$ cat src/rtl/mem_arbiter.sv
// mem_arbiter: shares one unified memory port between two masters
// (port 0 = processor, port 1 = DMA/boot loader).
//   clk, reset (async, active low)
//   reqN/lockN/weN/addrN/wdataN : requester N access request
//   gntN  : port N owns memory this cycle
//   ackN  : port N access performed this cycle
//   rdataN: memory read data (valid when ackN & ~weN)
//   mem_addr/mem_wdata/mem_we/mem_rdata : unified memory port
// One access per cycle, round-robin on contention, locked bursts capped at
// MAX_BURST consecutive grants.
module mem_arbiter #(
  parameter int WIDTH     = 32,
  parameter int MAX_BURST = 4
) (
  input  logic             clk,
  input  logic             reset,
  input  logic             req0,
  input  logic             lock0,
  input  logic             we0,
  input  logic [WIDTH-1:0] addr0,
  input  logic [WIDTH-1:0] wdata0,
  output logic             gnt0,
  output logic             ack0,
  output logic [WIDTH-1:0] rdata0,
  input  logic             req1,
  input  logic             lock1,
  input  logic             we1,
  input  logic [WIDTH-1:0] addr1,
  input  logic [WIDTH-1:0] wdata1,
  output logic             gnt1,
  output logic             ack1,
  output logic [WIDTH-1:0] rdata1,
  output logic [WIDTH-1:0] mem_addr,
  output logic [WIDTH-1:0] mem_wdata,
  output logic             mem_we,
  input  logic [WIDTH-1:0] mem_rdata
);

  localparam int BW = (MAX_BURST > 1) ? $clog2(MAX_BURST) : 1;
  localparam logic [BW-1:0] BMAX = BW'(MAX_BURST - 1);

  typedef enum logic {IDLE, BUSY} state_t;

  state_t        state_q, state_d;
  logic          own_q, own_d;
  logic          last_q, last_d;
  logic [BW-1:0] bcnt_q, bcnt_d;

  logic req_own, lock_own;

  assign req_own  = own_q ? req1  : req0;
  assign lock_own = own_q ? lock1 : lock0;

  always_ff @(posedge clk or negedge reset) begin
    if (!reset) begin
      state_q <= IDLE;
      own_q   <= 1'b0;
      last_q  <= 1'b1;   // port 0 wins the first contended grant
      bcnt_q  <= '0;
    end else begin
      state_q <= state_d;
      own_q   <= own_d;
      last_q  <= last_d;
      bcnt_q  <= bcnt_d;
    end
  end

  // Next state: hold a locked owner until its burst cap, else re-arbitrate.
  always_comb begin
    state_d = state_q;
    own_d   = own_q;
    last_d  = last_q;
    bcnt_d  = bcnt_q;
    if (state_q == BUSY && req_own && lock_own && bcnt_q < BMAX) begin
      bcnt_d = bcnt_q + 1'b1;
    end else if (req0 || req1) begin
      state_d = BUSY;
      own_d   = (req0 && req1) ? ~last_q : req1;
      last_d  = own_d;
      bcnt_d  = '0;
    end else begin
      state_d = IDLE;
    end
  end

  // Outputs: owner drives the memory port; a dropped req suppresses the access.
  always_comb begin
    gnt0      = 1'b0;
    gnt1      = 1'b0;
    ack0      = 1'b0;
    ack1      = 1'b0;
    mem_we    = 1'b0;
    mem_addr  = '0;
    mem_wdata = '0;
    if (state_q == BUSY) begin
      if (own_q) begin
        gnt1      = 1'b1;
        ack1      = req1;
        mem_we    = we1 & req1;
        mem_addr  = addr1;
        mem_wdata = wdata1;
      end else begin
        gnt0      = 1'b1;
        ack0      = req0;
        mem_we    = we0 & req0;
        mem_addr  = addr0;
        mem_wdata = wdata0;
      end
    end
  end

  assign rdata0 = mem_rdata;
  assign rdata1 = mem_rdata;

endmodule

$ cat config.mk
export PLATFORM = sky130hd
export DESIGN_NAME = mem_arbiter
export DESIGN_NICKNAME = d
export VERILOG_FILES = /design/src/rtl/mem_arbiter.sv
export SDC_FILE = /design/constraint.sdc
export NUM_CORES = 1
export LEC_CHECK = 0
export ABC_AREA = 1
export CORE_AREA = 5 5 115 117
export CTS_CLUSTER_SIZE = 12
export DETAILED_ROUTE_END_ITERATION = 7
export DIE_AREA = 0 0 120 122
export GPL_TIMING_DRIVEN = 0
export PLACE_DENSITY = 0.6
export SYNTH_ARGS = -nofsm -noshare
export SYNTH_HDL_FRONTEND = slang
export SYNTH_SLANG_ARGS = --single-unit
export TNS_END_PERCENT = 5
$ cat constraint.sdc
create_clock -name clk -period 3.25 [get_ports clk]
set_clock_uncertainty 0.05 [all_clocks]
set_input_delay 0.65 -clock clk [delete_from_list [all_inputs] [get_ports clk]]
set_output_delay 0.65 -clock clk [all_outputs]
set_load 0.005 [all_outputs]
==> impl_metrics.ini, run 1 <==
[outcome]
status = finished, final reports clean

[worst_setup_path]
crit_path_frequent_cell = clkdlybuf4s50_1
cp_cell_sequence = clkdlybuf4s50_1 -> nand3_1 -> inv_1 -> a22o_1 -> clkdlybuf4s50_1
crit_buf_inv = 3
cp.depth = 5
crit_path_end_kind = primary output
crit_slowest_cell = clkdlybuf4s50_1
path_class = input port to primary output
max_stage_delay_ns = 0.52
worstPathArrival_ns = 2.02
start_kind = input port
r2r-end = bcnt_q[0]$_DFFE_PN0P_
path_max_fanout = 3
r2r_slack_ns = 2.04
cp_top_family = buffers and inverters
startpoint = req1
cp.required_ns = 2.55
crit_end = mem_we
reg2reg_depth = 6
r2r_start = bcnt_q[0]$_DFFE_PN0P_

[grt]
grt_overflow = 0
antenna_found_initial = 0
grt_start_max_net_pins = 11
use_met2_pct = 21.57
global_route.usage.met1_pct = 11.84
met3_usage_pct = 2.971
grt_usage_pct = 10.82
grt_pass1_vias = 2395
grt-busiest-layer = met2
grt_pass1_wl_um = 12930

[clock_network]
cts_root_buffer = clkbuf_16
ctsResizeCount = 0
clk_latency_ns = 0.22
clk_pin_slew_ns = 0.03
postCtsSetupBuffers = 0
numCtsBuffers = 3
tritoncts = built
cts_sinks = 5
cts_buffer_depth = 2
htreeDepth = 1
ctsHoldBuffers = 0

[detailed_routing]
final_antenna_net_count = 0
wl_per_cell_um = 15.20
dr.first_iter.drc_count = 54
drtPass1Iterations = 4
route.detailed.drc = 0
routed_wirelength_um = 9151
via_count = 2264
viasPerCell = 3.761

[floorplanning]
initial_utilization_pct = 11.90
num_rows = 41
fp.dieW_um = 120
die_h_um = 122
core_area_um2 = 12260
ioPinCount = 301
die-area_um2 = 14640

[layout]
final_nets = 622
final_common_cell = clkdlybuf4s50_1
seqCellArea_um2 = 126.4
final_cell_mix = 268 x clkdlybuf4s50_1, 65 x a22o_1, 64 x buf_4
fin_area_um2 = 4408
multi_input_area_um2 = 676.9
diodes = 0
syn_to_final_growth_pct = 202.1
drive_gt1_share_pct = 19.03
n_fill_cell = 1260

[placement]
portBuffers = 268
place_area_um2 = 4329
dpl_worst_slack_ns = 0.5075
place_congestion = 0.7449
dp.final_hpwl_um = 8254

[synth]
synthesis.nets = 349
synthDistinctLibCells = 14
syn-cell-area_um2 = 1459
syn_inst = 180
yosysSeqAreaShare_pct = 8.662
avgSynthCellArea_um2 = 8.105
yosys_warnings = 0
synth_area_leader_cell = a22o_1
synth_area_leaders = a22o_1 39%, buf_4 33%, buf_6 9.3%, dfrtp_1 6.9%, nand2_1 3.6%
synth_top_area_share_pct = 39.02
synth-seq-cells = 5

[sta]
setup_ws_ns = 0.5272
fin_setup_tns_ns = 0
max-slew-margin-rel_pct = 84.59
final.period_utilization_pct = 83.78
fmax_mhz = 367.3
hold_viol_final = 0
rsz0062_at_grt = false
report.final.slew_viol_count = 0
worst_pin_slew_ns = 0.2304
finalSetupViolCount = 0
period_minus_slack_ns = 2.723

[hold_path]
hp-class = flop to flop
hp-start = last_q$_DFFE_PN1P_

[pwr]
p_leak_nw = 1.900
irDropWorstVdd_mv = 0.2073
powerDensity_nw_per_um2 = 339.2

[job]
cap_violations = 0
-- worst min-delay path by stage --
stage | slack [ns] | depth (start not counted) | to
final | 0.41 | 2 | last_q$_DFFE_PN1P_
after global routing | 0.43 | 2 | last_q$_DFFE_PN1P_
after CTS | 0.42 | 2 | last_q$_DFFE_PN1P_
after detailed placement | 0.41 | 2 | last_q$_DFFE_PN1P_
after global placement | 0.40 | 2 | last_q$_DFFE_PN1P_
after floorplan | 0.30 | 0 | bcnt_q[0]$_DFFE_PN0P_
-- sequential cells by signal, indices dropped and copies added, names as in the netlist --
name / flops
bcnt_q: 2
last_q: 1
own_q: 1
state_q: 1
-- through the flow --
stage	instances	hold WS [ns]	util [%]	total power (W)
floorplan	180	0.3044	-	0.0005726
global placement	598	0.4022	35.31	0.001305
detailed placement	598	0.4118	35.31	0.001314
CTS	602	0.4172	35.95	0.001521
global route	602	0.4303	35.95	0.001590
finish	602	0.4141	35.95	0.001495
-- power by group --
part           internal, W  total (W)  switching [W]
sequential       0.0000795  0.0000934      0.0000139
clock             0.000162   0.000198      0.0000356
combinational     0.000807    0.00120       0.000397
-- metal layers --
| metal | share of wire (%) | vias up | wire length, um |
|---|---|---|---|
| li1 | - | 1135 | - |
| met1 | 37 | 1000 | 3356 |
| met2 | 55 | 129 | 5027 |
| met3 | 8.4 | 0 | 767 |
| met4 | 0 | 0 | 0 |
| met5 | 0 | - | 0 |
-- synthesized netlist by cell type --
| cell type | instances |
|---|---|
| a22o_1 | 65 |
| buf_2 | 2 |
| buf_4 | 64 |
| buf_6 | 12 |
| dfrtp_1 | 4 |
| dfstp_2 | 1 |
| ha_1 | 1 |
| inv_1 | 5 |
| inv_2 | 3 |
| nand2_1 | 14 |
| nand2_2 | 1 |
| nand3_1 | 4 |
| nor2_1 | 3 |
| o21ai_0 | 1 |
-- worst register-to-register path, stage by stage (launching register included) --
cell and delay [ns]:
dfrtp_1 0.38, ha_1 0.20, inv_1 0.05, nand2_1 0.04, nor2_1 0.12, nand2_1 0.10
o21ai_0 0.18
-- layout make-up --
cell class,count,area share [%]
multi-input cells,89,15.36
clock buffers,4,1.788
repair buffers,268,60.86
well taps,150,4.258
inverters,8,0.6812
flip-flops and latches,5,2.867
plain buffers,78,14.19
-- kinds of logic (layout without fill, tap and decap cells) --
group	after synthesis	in the layout	synth area share [%]
buf+inv	86	358	44.94
compound gates	66	66	39.37
simple gates	22	22	6.175
flops	5	5	8.663
fa+ha+maj	1	1	0.8575
Power figures use the tool's default switching activity.
==> run 2, diff against run 1 <==
- CORE_AREA: 5 5 115 117 -> 5 5 114 116
- DIE_AREA: 0 0 120 122 -> 0 0 119 121
- PLACE_DENSITY: 0.6 -> 0.63
- clock period: 3.25 -> 2.3 ns (I/O delays scaled with it)
==> run 2 against run 1 <==
  * Utilization up 2.2 points
  * Sequential power up 37%
  * Via count up 2.8%
  * Worst hold slack worse by 0.0031 ns
  * Design area up 2.4%
  * Sequential share of layout area about the same
  * Power up 40%
  * Combinational power up 39%
  * Non-clock buffer count up 2
  * Worst setup slack worse by 0.47 ns
==> impl_metrics.ini, run 2 (synthesized netlist as in run 1, its figures left out) <==
[grt]
grt_usage_pct = 11.49
grt_start_max_net_pins = 11
grt_pass1_wl_um = 13540
antenna_found_initial = 0
grt_pass1_vias = 2415
grt_overflow = 0

[worst_setup_path]
cp.depth = 7
reg2reg_depth = 7
r2r_slack_ns = 1.08
max_stage_delay_ns = 0.49
cp.required_ns = 1.79
path_class = flop to primary output
worstPathArrival_ns = 1.73
r2r_start = bcnt_q[0]$_DFFE_PN0P_
cp_cell_sequence = inv_2 -> nand2_2 -> inv_2 -> buf_12 -> buf_8 -> a22o_1 -> clkdlybuf4s50_1
crit_path_end_kind = primary output
start_kind = flop
startpoint = own_q$_DFFE_PN0P_
crit_buf_inv = 5
path_max_fanout = 10
crit_slowest_cell = clkdlybuf4s50_1
cp_top_family = buffers and inverters
r2r-end = own_q$_DFFE_PN0P_
crit_path_frequent_cell = inv_2

[sta]
rsz0062_at_grt = true
max-slew-margin-rel_pct = 83.07
final.period_utilization_pct = 97.36
finalSetupViolCount = 0
fmax_mhz = 446.6
period_minus_slack_ns = 2.239
fin_setup_tns_ns = 0
hold_viol_final = 0
report.final.slew_viol_count = 0
worst_pin_slew_ns = 0.2531

[detailed_routing]
viasPerCell = 3.872
final_antenna_net_count = 0
wl_per_cell_um = 15.88
routed_wirelength_um = 9545
drtPass1Iterations = 6
dr.first_iter.drc_count = 60
route.detailed.drc = 0
via_count = 2327

[floorplanning]
core_area_um2 = 11810
die-area_um2 = 14400
fp.dieW_um = 119
initial_utilization_pct = 12.35
ioPinCount = 301
num_rows = 40
die_h_um = 121

[layout]
fin_cells = 601
drive_gt1_share_pct = 19.82
final_nets = 624
syn_to_final_growth_pct = 209.3
multi_input_area_um2 = 676.9
final_cell_mix = 226 x clkdlybuf4s50_1, 66 x buf_4, 65 x a22o_1
largest_register_ff_count = 2
seqCellArea_um2 = 127.6
final_common_cell = clkdlybuf4s50_1
diodes = 0
n_fill_cell = 1194
fin_area_um2 = 4512
largest-register = bcnt_q

[clock_network]
cts_sinks = 5
numCtsBuffers = 3
htreeDepth = 1
cts_root_buffer = clkbuf_16
clk_pin_slew_ns = 0.04
tritoncts = built
clk_latency_ns = 0.23
cts_buffer_depth = 2
ctsHoldBuffers = 0

[placement]
place_area_um2 = 4325
place_congestion = 0.7879
placed_cells = 595
dp.final_hpwl_um = 8478
portBuffers = 268

[pwr]
netSwitchingPower_w = 0.0006498
comb_power_share_pct = 79.9
powerDensity_nw_per_um2 = 464.3
p_leak_nw = 2.318
p_seq_share_pct = 6.1
clkPwrFrac_pct = 14.0
irDropWorstVdd_mv = 0.2812
fin_total_pwr_w = 0.002095
p_sw_share_pct = 31.02
p_int_w = 0.001445

[job]
cap_violations = 0

[outcome]
status = finished, final reports clean

[hold_path]
hp-class = input port to async pin
## run 2: changes by cell type in the layout (fill, tap and decap cells not counted), sizes merged
cell,change
dlygate4sd2,+12
clkinv,+1
buf,+1
clkdlybuf4s50,-42
dlymetal6s2s,+30
## run 2: worst max-delay path by stage
stage | to | slack, ns
finish | mem_addr[27] | 0.06
floorplan | mem_addr[0] | 0.79
global placement | mem_we | -0.01
global route | mem_addr[27] | -0.02
CTS | mem_addr[21] | -0.02
detailed placement | mem_we | -0.0008
## run 2: per-layer routing
metal	vias to the layer above	wire (um)	global-route usage (%)	share of wire (%)
li1	1138	-	-	-
met4	0	48	1.810	0.50
met2	139	5460	23.38	57
met3	4	811	3.263	8.5
met1	1046	3225	11.61	34
met5	-	0	0	0
## run 2: cell type report
| class | count | area share (%) |
|---|---|---|
| multi-input combinational | 89 | 15.00 |
| sequential | 5 | 2.829 |
| inverter | 8 | 0.6656 |
| buffer | 78 | 14.53 |
| clock inverter | 1 | 0.1109 |
| tap | 147 | 4.077 |
| timing repair buffer | 270 | 61.12 |
| clock buffer | 3 | 1.664 |
## run 2: through the flow
step	hold WS (ns)	utilization (%)	worst slack [ns]
finish	0.4110	38.20	0.06072
global placement	0.4021	36.62	-0.009686
detailed placement	0.4126	36.62	-0.0007973
floorplan	0.1144	-	0.7930
CTS	0.4173	37.29	-0.02078
global route	0.4267	38.20	-0.02458
## run 2: timing repair
| item | 4_1_cts | 5_1_grt |
|---|---|---|
| buffers inserted | 0 | 2 |
| gates cloned | 0 | 0 |
| gates resized for setup | 16 | 35 |
| setup endpoints to repair | 52 | 48 |
## run 2: power by group through the flow
stage               Combinational (W)  Clock [W]  Sequential (W)
finish                        0.00167   0.000293        0.000128
global route                  0.00179   0.000303        0.000130
global placement              0.00171          0        0.000131
floorplan                    0.000682          0        0.000127
CTS                           0.00171   0.000298        0.000133
detailed placement            0.00172          0        0.000133
